--- config.mk ---
export PLATFORM = sky130hd
export DESIGN_NAME = pwm_cfg_sequencer
export DESIGN_NICKNAME = d
export VERILOG_FILES = /design/src/rtl/pwm_cfg_sequencer.sv
export SDC_FILE = /design/constraint.sdc
export NUM_CORES = 1
export LEC_CHECK = 0
export BUFFER_PORTS_ARGS = -buffer_cell sky130_fd_sc_hd__buf_2
export CAP_MARGIN = 15
export CELL_PAD_IN_SITES_DETAIL_PLACEMENT = 1
export CELL_PAD_IN_SITES_GLOBAL_PLACEMENT = 1
export CORE_MARGIN = 5
export CORE_UTILIZATION = 29
export DETAILED_ROUTE_END_ITERATION = 12
export PLACE_DENSITY = 0.86
export SLEW_MARGIN = 25
export SYNTH_ARGS = -nofsm -noshare
export SYNTH_HDL_FRONTEND = slang
export SYNTH_SLANG_ARGS = --single-unit
--- constraint.sdc ---
create_clock -name PCLK -period 2 [get_ports PCLK]
set_input_delay 0.4 -clock PCLK [delete_from_list [all_inputs] [get_ports PCLK]]
set_output_delay 0.4 -clock PCLK [all_outputs]
set_load 0.05 [all_outputs]
--- src/rtl/pwm_cfg_sequencer.sv ---
// pwm_cfg_sequencer: round-robin APB master that reprograms one PTC channel per accepted request.
// Latency: grant at T, six SETUP/ACCESS pairs T+1..T+12, done_valid at T+13 (illegal channel: T+1).
// Backpressure: req_ready pulses only in IDLE; requesters hold req_valid and fields until accepted.
//
// Ports:
//   PCLK / PRESET              clock, synchronous active-high reset
//   req_valid/req_ready        per-requester handshake, req_ready is a one-hot accept strobe
//   req_ch/load/period/con     per-requester channel and register values (slice i = requester i)
//   done_valid/id/err, busy    completion pulse, requester index, error flag, sequence in progress
//   PSELPTC..PWDATA, PRDATA    APB master port to the PWM block (no PREADY, no wait states)
module pwm_cfg_sequencer #(
  parameter int NUM_REQ = 2,
  parameter int NUM_CH  = 6
) (
  input  logic                  PCLK,
  input  logic                  PRESET,
  input  logic [NUM_REQ-1:0]    req_valid,
  output logic [NUM_REQ-1:0]    req_ready,
  input  logic [3*NUM_REQ-1:0]  req_ch,
  input  logic [32*NUM_REQ-1:0] req_load,
  input  logic [32*NUM_REQ-1:0] req_period,
  input  logic [16*NUM_REQ-1:0] req_con,
  output logic                  done_valid,
  output logic [1:0]            done_id,
  output logic                  done_err,
  output logic                  busy,
  output logic                  PSELPTC,
  output logic                  PENABLE,
  output logic                  PWRITE,
  output logic [6:0]            PADDR,
  output logic [31:0]           PWDATA,
  input  logic [31:0]           PRDATA
);

  localparam logic [1:0] ST_IDLE   = 2'd0;
  localparam logic [1:0] ST_SETUP  = 2'd1;
  localparam logic [1:0] ST_ACCESS = 2'd2;
  localparam logic [1:0] ST_DONE   = 2'd3;

  localparam logic [1:0] REG_COUNT  = 2'd0;
  localparam logic [1:0] REG_LOAD   = 2'd1;
  localparam logic [1:0] REG_PERIOD = 2'd2;
  localparam logic [1:0] REG_CON    = 2'd3;

  localparam logic [2:0] LAST_STEP = 3'd5;

  logic [1:0]  state_q, state_d;
  logic [2:0]  step_q, step_d;
  logic [1:0]  rr_q, rr_d;
  logic [1:0]  gnt_q, gnt_d;
  logic [2:0]  ch_q, ch_d;
  logic [31:0] load_q, load_d;
  logic [31:0] period_q, period_d;
  logic [15:0] con_q, con_d;
  logic        err_q, err_d;

  // Upper half of the CON readback carries nothing we compare.
  logic unused_prdata_hi;
  assign unused_prdata_hi = ^PRDATA[31:16];

  // Distance of requester idx from the slot just after the last grant.
  function automatic int rr_dist(input int idx, input logic [1:0] ptr);
    return (idx + NUM_REQ - 1 - int'(ptr)) % NUM_REQ;
  endfunction

  logic               gnt_any;
  logic [1:0]         gnt_idx;
  logic [NUM_REQ-1:0] gnt_oh;
  int                 gnt_dist;
  logic [2:0]         sel_ch;
  logic [31:0]        sel_load;
  logic [31:0]        sel_period;
  logic [15:0]        sel_con;
  logic               sel_illegal;

  // Round-robin pick: the valid requester closest after the pointer wins.
  always_comb begin
    gnt_any    = 1'b0;
    gnt_idx    = '0;
    gnt_oh     = '0;
    gnt_dist   = NUM_REQ;
    sel_ch     = '0;
    sel_load   = '0;
    sel_period = '0;
    sel_con    = '0;
    for (int i = 0; i < NUM_REQ; i++) begin
      if (req_valid[i] && (rr_dist(i, rr_q) < gnt_dist)) begin
        gnt_any    = 1'b1;
        gnt_dist   = rr_dist(i, rr_q);
        gnt_idx    = 2'(i);
        gnt_oh     = '0;
        gnt_oh[i]  = 1'b1;
        sel_ch     = req_ch[3*i +: 3];
        sel_load   = req_load[32*i +: 32];
        sel_period = req_period[32*i +: 32];
        sel_con    = req_con[16*i +: 16];
      end
    end
    sel_illegal = ({29'd0, sel_ch} >= 32'(NUM_CH));
  end

  // Grant is only offered while idle; a reset cycle never accepts.
  assign req_ready = ((state_q == ST_IDLE) && !PRESET) ? gnt_oh : '0;

  always_comb begin
    state_d  = state_q;
    step_d   = step_q;
    rr_d     = rr_q;
    gnt_d    = gnt_q;
    ch_d     = ch_q;
    load_d   = load_q;
    period_d = period_q;
    con_d    = con_q;
    err_d    = err_q;
    unique case (state_q)
      ST_IDLE: begin
        if (gnt_any) begin
          rr_d     = gnt_idx;
          gnt_d    = gnt_idx;
          ch_d     = sel_ch;
          load_d   = sel_load;
          period_d = sel_period;
          con_d    = sel_con;
          step_d   = 3'd0;
          err_d    = sel_illegal;
          // Illegal channel skips the bus entirely.
          state_d  = sel_illegal ? ST_DONE : ST_SETUP;
        end
      end
      ST_SETUP: state_d = ST_ACCESS;
      ST_ACCESS: begin
        if (step_q == LAST_STEP) begin
          // OVF (bit 3) is set by hardware, so it is excluded from the compare.
          err_d   = |((PRDATA[15:0] ^ con_q) & 16'hFFF7);
          state_d = ST_DONE;
        end else begin
          step_d  = step_q + 3'd1;
          state_d = ST_SETUP;
        end
      end
      ST_DONE: state_d = ST_IDLE;
      default: state_d = ST_IDLE;
    endcase
  end

  always_ff @(posedge PCLK) begin
    if (PRESET) begin
      state_q  <= ST_IDLE;
      step_q   <= '0;
      rr_q     <= '0;
      gnt_q    <= '0;
      ch_q     <= '0;
      load_q   <= '0;
      period_q <= '0;
      con_q    <= '0;
      err_q    <= 1'b0;
    end else begin
      state_q  <= state_d;
      step_q   <= step_d;
      rr_q     <= rr_d;
      gnt_q    <= gnt_d;
      ch_q     <= ch_d;
      load_q   <= load_d;
      period_q <= period_d;
      con_q    <= con_d;
      err_q    <= err_d;
    end
  end

  logic        apb_act;
  logic [1:0]  step_reg;
  logic        step_wr;
  logic [31:0] step_wdat;

  // Per-step register, direction and data; held constant across SETUP and ACCESS.
  always_comb begin
    step_reg  = REG_CON;
    step_wr   = 1'b1;
    step_wdat = '0;
    unique case (step_q)
      3'd0: step_wdat = {16'h0, con_q[15:1], 1'b0};
      3'd1: begin step_reg = REG_LOAD;   step_wdat = load_q;   end
      3'd2: begin step_reg = REG_PERIOD; step_wdat = period_q; end
      3'd3: begin step_reg = REG_COUNT;  step_wdat = '0;       end
      3'd4: step_wdat = {16'h0, con_q};
      default: step_wr = 1'b0;
    endcase
  end

  assign apb_act    = (state_q == ST_SETUP) || (state_q == ST_ACCESS);
  assign PSELPTC    = apb_act;
  assign PENABLE    = (state_q == ST_ACCESS);
  assign PWRITE     = apb_act && step_wr;
  assign PADDR      = apb_act ? {ch_q, step_reg, 2'b00} : 7'd0;
  assign PWDATA     = apb_act ? step_wdat : 32'd0;
  assign busy       = (state_q != ST_IDLE);
  assign done_valid = (state_q == ST_DONE);
  assign done_id    = (state_q == ST_DONE) ? gnt_q : 2'd0;
  assign done_err   = (state_q == ST_DONE) && err_q;

endmodule

# --- After elaboration in Yosys (flattened, before gate mapping) ---
# Cells that the tools add are included.
word_totals:
  ramBits: 0
  n_memories: 0
  in_bits: 202
  latchBits: 0
  reg_bits: 91
  romBits: 0
  wordCells: 75
classes:
  mux: 31
  n_reduce_logical: 16
  eq_ne: 11
  mul: 0
  n_bitwise: 3
  div_mod_pow: 0
  n_addsub: 3
  n_lt_le_gt_ge: 3
  shifts: 0
op_table:
  columns: ["operator", "n"]
  rows:
  - ["2-to-1 mux 32 bit", 6]
  - ["one-hot mux 32 bit (4 select lines)", 1]
  - ["< comparator 2 x 32 -> 1 bit", 1]
  - ["2-to-1 mux 16 bit", 2]
  - ["XOR 16 bit", 1]
  - ["OR reduction 15 bit", 1]
  - ["2-to-1 mux 2 bit", 6]
  - ["2-to-1 mux 3 bit", 4]
  - ["one-hot mux 2 bit (4 select lines)", 1]
  - ["2-to-1 mux 1 bit", 7]
  - ["2-to-1 mux 7 bit", 1]
  - ["equality test 3 x 2 -> 1 bit (second input constant)", 2]
  - ["equality test 3 bit (second input constant)", 2]
  - ["one-hot mux 2 bit (3 select lines)", 1]
  - ["one-hot mux 3 bit (2 select lines)", 1]
  - ["AND reduction 3 bit", 2]
  - ["logical AND 1 bit", 5]
  - ["OR reduction 5 bit", 1]
  - ["equality test 2 bit (second input constant)", 2]
  - ["inequality test 2 bit (second input constant)", 2]
  - ["nonzero test 2 bit", 2]
  - ["adder 3 x 1 -> 3 bit (second input constant)", 1]
  - ["equality test 3 x 1 -> 1 bit (second input constant)", 1]
  - ["greater-or-equal comparator 3 bit (second input constant)", 1]
  - ["other kinds (12)", 13]

# --- Depth between registers and ports, before layout ---
# Gate-level depths: netlist (run 1).
logic_depth:
  depth_word: 12
  ltp_mapped: 8
  mapped_depth_nobuf: 6

# --- Worst setup path after synthesis (run 1) ---
# OpenSTA, ideal clock, no wires.
synth_timing:
  path_kind: "reg2out"
  from: "register state_q[1]"
  to: "output PWDATA[10]"
  arrival_time_ps: 2134
  setup_slack_ps: -534
  n_path_buf: 1
  stages_incl_launch_ff: 6
  t_required_ps: 1600
  path_cell_list: "dfxtp_1 > inv_1 > ha_1 > o31ai_4 > buf_2 > nor2_1"
synth_via:
  elab_chain_len: 3
synth_rtl:
  columns: ["item", "line_no", "source"]
  rows:
  - ["start, declared", "47", "logic [1:0] state_q, state_d;"]
  - ["start signal, assigned", "158", "state_q <= state_d;"]
  - ["equality test 2 x 1 -> 1 bit / equality test 2 bit (equally long branches)", "190", "assign apb_act = (state_q == ST_SETUP) || (state_q == ST_ACCESS);"]
  - ["logical OR 1 bit *", "190", null]
  - ["named net PSELPTC", "27", "output logic PSELPTC,"]
  - ["2-to-1 mux 32 bit *", "195", "assign PWDATA = apb_act ? step_wdat : 32'd0;"]
  - ["end, declared", "31", "output logic [31:0] PWDATA,"]
# Mark *: on every way through the listed nets, which the timed path passes. The rest lies on a longest branch.

# --- Worst setup path after layout (run 1) ---
layout_timing:
  from: "register step_q[0]"
  to: "output PWDATA[10]"
layout_via:
  elab_chain_len: 3
layout_rtl:
  columns: ["item", "line_no", "source"]
  rows:
  - ["start, declared", "48", "logic [2:0] step_q, step_d;"]
  - ["start signal, assigned", "159", "step_q <= step_d;"]
  - ["equality test 3 bit (tied with other cells)", "180", "unique case (step_q)"]
  - ["one-hot mux 32 bit (4 select lines) *", "180", null]
  - ["2-to-1 mux 32 bit *", "195", null]
# Every way passes the cells marked *; elsewhere a longest branch is shown, timed or not.

==> summary.md, run 1 <==
| Metric | Value |
|---|---|
| Status | `finished, violations left` |
| Failing checks | `negative setup slack` |
| Leak Pwr | `3.22 nW` |
| Die width | `141 um` |
| Total number of vias | `5697` |
| Initial Util | `0.292` |
| Ant diodes | `0` |
| EDFF count, synth | `0` |
| Clock power share | `0.195` |
| First-pass GRT wire length | `33000 um` |
| Total track usage | `0.211` |
| Post-synth cell types | `42` |
| Hold WC Path Type | `primary input to flop` |
| Area contributors post-synth | `dfxtp_1, a22oi_1, o21ai_0` |
| Fmax | `0.428 GHz` |
| Post-DP HPWL | `15700 um` |
| Post-route antenna net violation count | `0` |
| Grt ovf | `0` |
| Arrival time worst endpoint | `1940 ps` |
| Min setup slack post-route | `-338 ps` |
| Area share of the largest cell type after synthesis | `0.360` |
| Switching share of power | `0.405` |
| Worst path bufs/invs | `5` |
| DRT iter0 DRCs | `269` |
| Sequential Power Share | `0.287` |
| Clk pin slew, worst setup/hold paths | `70 ps` |
| Final Hold Fails | `0` |
| Clk buf depth | `2` |
| Async set-or-reset flop fraction in the synthesized netlist | `0` |
| CTS Root Cell | `clkbuf_16` |
| Initial antenna violation count | `2` |
| CP peak stage delay | `360 ps` |
| Final min period | `2340 ps` |
| Die Span Y | `141 um` |
| Crit-path slowest cell | `dfxtp_4` |
| Number of global-route vias before repair | `5982` |
| Top_reg_cell synth | `dfxtp_1` |
| WP data required | `1600 ps` |
| Remaining DRCs | `0` |
| Cells after synthesis | `606` |
| CP max FO | `7` |
| I/O pins | `251` |
| Port buffer count | `230` |
| Yosys Warn Count | `0` |
| CTS tree | `done` |
| Register area share after synthesis | `0.360` |
| First drt pass iteration count | `5` |
| Number of synthesized register bits | `90` |
| Fin util | `0.465` |
| Critical Path Source Type | `flop` |
| Setup crit end kind | `output pin` |
| Setup Viol. Count Final | `35` |
| Hold-fix buffers, CTS | `0` |
| Critical path type | `flop to output pin` |
| Die ar. | `20000 um2` |
| Net count reported at finish | `1063` |
| Clock Latency Late Sink | `340 ps` |
| Row cnt | `48` |
| Clock Skew | `6.63 ps` |
| Pwr Total | `8.64 mW` |
| Area growth syn-to-layout | `58.9%` |
| Htree depth | `3` |
| Core area | `17100 um2` |
| GP Congestion | `0.823` |
| Final slew viol count | `0` |
| Total wire length | `21900 um` |
| Layout cell share with drive strength beyond 1 | `0.484` |
| Cell Pwr Density | `1090 nW/um2` |
| Internal | `5.14 mW` |
| Largest delay share family, worst path | `buffers and inverters` |
| Drt wl/cell | `20.3 um` |
| Via/cell ratio | `5.27` |
| Post-synth top area cell | `dfxtp_1` |
| Final period utilization | `1.17` |
| Synth Area per Inst | `8.26 um2` |
| CP Cell Sequence | `inv_4, ha_4, nor2b_4, buf_12, o31ai_4, buf_6, buf_16, nor2_4, buf_8` |
| RSZ-0062 raised after global routing | `yes` |
| Maxcap violations | `0` |
| NetSw | `3.51 mW` |
| Logic pwr share | `0.518` |
| Largest net degree at the start of global routing | `87` |
| Clk sinks | `90` |
| Cell Area, Synth | `5010 um2` |
| CTS Buf Count | `9` |
| Peak supply drop | `0.000510 V` |
-- placed cells by master (no fill, tap or decap), drive strengths merged, types with 2 or more instances in the layout --
| master | n |
|---|---|
| a22oi | 57 |
| buf | 293 |
| nand3b | 42 |
| dfxtp | 90 |
| clkbuf | 13 |
| conb | 3 |
| clkinvlp | 2 |
| o21ai | 85 |
| nand3 | 4 |
| inv | 13 |
| and2 | 6 |
| nor2 | 69 |
| a211oi | 42 |
| nor2b | 19 |
| nor3 | 3 |
| o21a | 3 |
| mux2i | 2 |
| ha | 10 |
| nand2 | 43 |
| a21oi | 7 |
| a222oi | 16 |
| nand4 | 4 |
| xnor2 | 15 |
| a311oi | 2 |
| clkinv | 2 |
-- Yosys cell counts, drive strengths merged, types with 12 or more instances --
master,n
nand2,43
a222oi,16
dfxtp,90
nor2b,19
inv,12
nand3b,42
nor2,69
xnor2,15
clkbuf,26
a22oi,57
buf,38
o21ai,85
a211oi,42
-- cell type report --
cell class | instances | area (um2)
repair buffers | 296 | 2250
fillers | 2037 | 9160
clock buffers | 11 | 253
clock inverters | 5 | 37.5
inverters | 12 | 50.0
flip-flops and latches | 90 | 1810
multi-input cells | 442 | 3270
well taps | 225 | 282
-- state kept, by name (all words and copies together) (netlist names) --
name,count
state_q,2
err_q,1
step_q,3
period_q,32
gnt_q,1
load_q,32
con_q,16
ch_q,3
-- routing by layer --
layer | GRT usage | part of all wire | up-vias
li1 | - | - | 2695
met1 | 0.258 | 0.41 | 2767
met2 | 0.373 | 0.52 | 191
met3 | 0.0391 | 0.049 | 40
met4 | 0.0657 | 0.023 | 4
met5 | 0 | 0.00064 | -
-- final timing paths --
check	to	depth (start not counted)	from	slack [ps]
setup reg to reg	err_q	7	state_q[0]	240
setup / recovery	PWDATA[10]	9	step_q[0]	-340
hold / removal	load_q[16]	3	req_load[16]	250
hold reg to reg	err_q	2	err_q	490
-- cell families (layout without fill, tap and decap cells) --
logic type      Yosys count  in the layout  share of synthesized area
simple gates            193            193                      0.203
other cells               1              3                   0.000749
xor+xnor                 15             15                     0.0262
fa+ha+maj                10             10                     0.0250
mux                       2              2                    0.00400
buf+inv                  76            324                     0.0702
compound gates          219            219                      0.311
flops                    90             90                      0.360
-- power by group through the flow --
stage	clock, mW	combinational, mW	sequential [mW]
5_1_grt	1.81	4.76	2.52
2_1_floorplan	0	2.48	2.38
3_3_place_gp	0	3.53	2.48
6_report	1.68	4.48	2.48
3_5_place_dp	0	3.61	2.49
4_1_cts	1.71	4.32	2.47
-- timing repair --
| item | CTS | global route |
|---|---|---|
| buffers inserted | 13 | 4 |
| endpoints found under the setup margin | 41 | 40 |
| hold endpoints to repair | 0 | 0 |
| resized for setup | 120 | 26 |
| cloned | 5 | 1 |
| pin swaps | 13 | 13 |
-- worst register-to-register path: stages (launching register included) --
cell	delay, ps
dfxtp_2	340
inv_4	60
buf_4	100
buf_4	110
ha_2	280
nand4_1	130
nor4_1	450
o32ai_1	160
-- per-stage QoR --
stage          hold slack (ps)  setup TNS [ps]  std cells  setup WS, ps  instance area (um2)
6_report                   254          -10160       1081          -338                 7960
5_1_grt                    257          -12690       1081          -410                 7960
4_1_cts                    243          -10420       1077          -366                 7790
3_5_place_dp               482            -209       1044         -41.6                 6890
3_3_place_gp               470           -15.0       1044         -14.0                 6890
2_1_floorplan              450            -580        608         -55.1                 5290
No activity file was read; power rests on OpenSTA's default activity.
==> inputs of run 2 (changes only) <==
CELL_PAD_IN_SITES_GLOBAL_PLACEMENT = 2   (was 1)
CORE_UTILIZATION = 22   (was 29)
==> summary.md, run 2 (same netlist as run 1, synthesis figures left out) <==
| Metric | Value |
|---|---|
| GP Congestion | `0.732 (-11%)` |
| NetSw | `3.45 mW (-1.5%)` |
| Worst R2R Setup Slack | `340 ps (+100 ps)` |
| Min-delay src | `req_load[23]` |
| Setup crit end kind | `output pin` |
| Final min period | `2330 ps (-10.5 ps)` |
| CTS Buf Count | `9 (unchanged)` |
| Core area | `22500 um2 (+31%)` |
| Row cnt | `55 (+15%)` |
| Min setup slack post-route | `-327 ps (+10.5 ps)` |
| Grt ovf | `0 (unchanged)` |
| RSZ-0062 raised after global routing | `yes` |
| Critical Path Source | `step_q[0]` |
| Worst r2r path cells | `8 (+1)` |
| First-pass GRT wire length | `33200 um (+0.38%)` |
| Htree depth | `3 (unchanged)` |
| Net count reported at finish | `1065 (+0.19%)` |
| Clock Skew | `12.4 ps (+5.72 ps)` |
| Setup TNS | `-8810 ps (+1350 ps)` |
| Critical Path Source Type | `flop` |
| Worst-margin pin slew | `521 ps` |
| Clk buf depth | `2 (unchanged)` |
| Total wire length | `22200 um (+1.1%)` |
| Initial antenna violation count | `3 (+1)` |
| Clk pin slew, worst setup/hold paths | `70 ps (about the same)` |
| Die Span Y | `161 um (+14%)` |
| DRT iter0 DRCs | `324 (+20%)` |
| Status | `finished, violations left` |
| Number of global-route vias before repair | `5760 (-3.7%)` |
| Peak supply drop | `0.000440 V (-14%)` |
| Final Hold Fails | `0 (unchanged)` |
| Leak Pwr | `3.21 nW (-0.10%)` |
| Sequential Power Share | `0.290 (+0.003)` |
| Fill cells | `2661 (+31%)` |
| Remaining DRCs | `0 (unchanged)` |
| Clock power share | `0.218 (+0.023)` |
| Total track usage | `0.162 (-0.0484)` |
| Internal | `5.13 mW (-0.13%)` |
| First drt pass iteration count | `5 (unchanged)` |
| Setup Viol. Count Final | `34 (-2.9%)` |
| Slew headroom | `0.653` |
| Die ar. | `25900 um2 (+29%)` |
| Die width | `161 um (+14%)` |
| Via/cell ratio | `4.85 (-8.0%)` |
| Biggest regs | `load_q (32), period_q (32), con_q (16)` |
| Drt wl/cell | `19.4 um (-4.6%)` |
| Post-DP HPWL | `16400 um (+4.6%)` |
| Port buffer count | `230 (unchanged)` |
| Worst r2r src | `state_q[0]` |
| Clk sinks | `90 (unchanged)` |
| Final slew viol count | `0 (unchanged)` |
| Hold Crit Depth | `3 (unchanged)` |
| CP max FO | `15 (+8)` |
| Largest net degree at the start of global routing | `62 (-29%)` |
| Failing checks | `negative setup slack` |
| CTS tree | `done` |
| Clock Latency Late Sink | `350 ps (about the same)` |
| Critical path type | `flop to output pin` |
| WP data required | `1600 ps (about the same)` |
| Commonest non-fill, non-tap cell in the layout | `buf_2` |
| I/O pins | `251 (unchanged)` |
| Arrival time worst endpoint | `1930 ps (about the same)` |
| Maxcap violations | `0 (unchanged)` |
| Fin util | `0.356 (-0.109)` |
| Area growth syn-to-layout | `60.0%` |
| Post-route antenna net violation count | `0 (unchanged)` |
| Cell Pwr Density | `1070 nW/um2 (-1.4%)` |
| Final period utilization | `1.16 (-0.00527)` |
| Logic pwr share | `0.491 (-0.027)` |
| Total number of vias | `5550 (-2.6%)` |
| Most frequent cells in the layout | `buf_2, dfxtp_1, o21ai_0` |
| Layout cell share with drive strength beyond 1 | `0.486 (+0.00237)` |
| Initial Util | `0.222 (-0.0700)` |
| Hold WC Path Type | `primary input to flop` |
| Hold EP | `load_q[23]` |
| CTS Root Cell | `clkbuf_16` |
| Fmax | `0.430 GHz (+0.45%)` |
| RR Endpoint | `step_q[2]` |
| Switching share of power | `0.402 (-0.00336)` |
## run 2: cell count changes in the layout (fill, tap and decap cells not counted), sizes merged
cell,before,now
diode,0,2
bufinv,0,2
clkinvlp,2,1
buf,293,296
clkbuf,13,12
bufbuf,1,0
## run 2: stage by stage
step | instances | cell area [um2] | total power [mW] | setup slack (ps) | hold WS, ps
finish | 1145 | 8010 | 8.59 | -327 | 246
global route | 1145 | 8010 | 9.05 | -394 | 242
CTS | 1135 | 7790 | 8.54 | -392 | 235
detailed placement | 1110 | 7050 | 6.25 | -30.5 | 471
global placement | 1110 | 7050 | 6.19 | -27.3 | 468
floorplan | 608 | 5290 | 4.86 | -55.1 | 450
## run 2: worst max path at each step
stage,to,slack [ps],depth (start not counted)
after CTS,PWDATA[2],-390,8
after global routing,PWDATA[6],-390,8
after floorplan,PWDATA[10],-60,7
after global placement,PWDATA[2],-30,8
after detailed placement,PWDATA[2],-30,8
final,PWDATA[5],-330,8
## run 2: area by class of cell
| cell class | instances | area (um2) | share of cell area |
|---|---|---|---|
| Clock inverter | 6 | 90.1 | 0.0112 |
| Inverter | 12 | 52.6 | 0.00656 |
| Sequential cell | 90 | 1810 | 0.226 |
| Antenna cell | 2 | 5.00 | 0.000625 |
| Multi-Input combinational cell | 442 | 3260 | 0.407 |
| Timing Repair Buffer | 298 | 2200 | 0.275 |
| Clock buffer | 10 | 229 | 0.0286 |
| Tap cell | 285 | 357 | 0.0445 |
## run 2: worst max-delay path, stage by stage, from the launching register on
cell and delay, ps:
dfxtp_4 380, inv_4 50, ha_4 150, nor2b_4 130, buf_12 150, o31ai_4 250, buf_12 220, nor2_2 70
buf_6 160
## run 2: per-layer routing
layer / wire length, um / up-vias / part of all wire / global-route usage
met1: 9750 / 2670 / 0.44 / 0.204
met2: 11000 / 157 / 0.50 / 0.280
met4: 184 / 2 / 0.0083 / 0.0299
li1: - / 2704 / - / -
met3: 1240 / 17 / 0.056 / 0.0449
met5: 13 / - / 0.00059 / 0
## run 2: repair_timing
item / in CTS / in global routing
pin swaps: 18 / 5
resized for setup: 95 / 35
gates cloned: 1 / 2
setup endpoints to repair: 41 / 41
hold buffers: 0 / 0
buffers inserted: 8 / 6
## run 2: power groups by stage
stage | clock (mW) | sequential [mW] | combinational, mW
floorplan | 0 | 2.38 | 2.48
global placement | 0 | 2.50 | 3.69
detailed placement | 0 | 2.51 | 3.74
CTS | 1.92 | 2.50 | 4.12
global route | 1.98 | 2.54 | 4.53
finish | 1.87 | 2.49 | 4.22
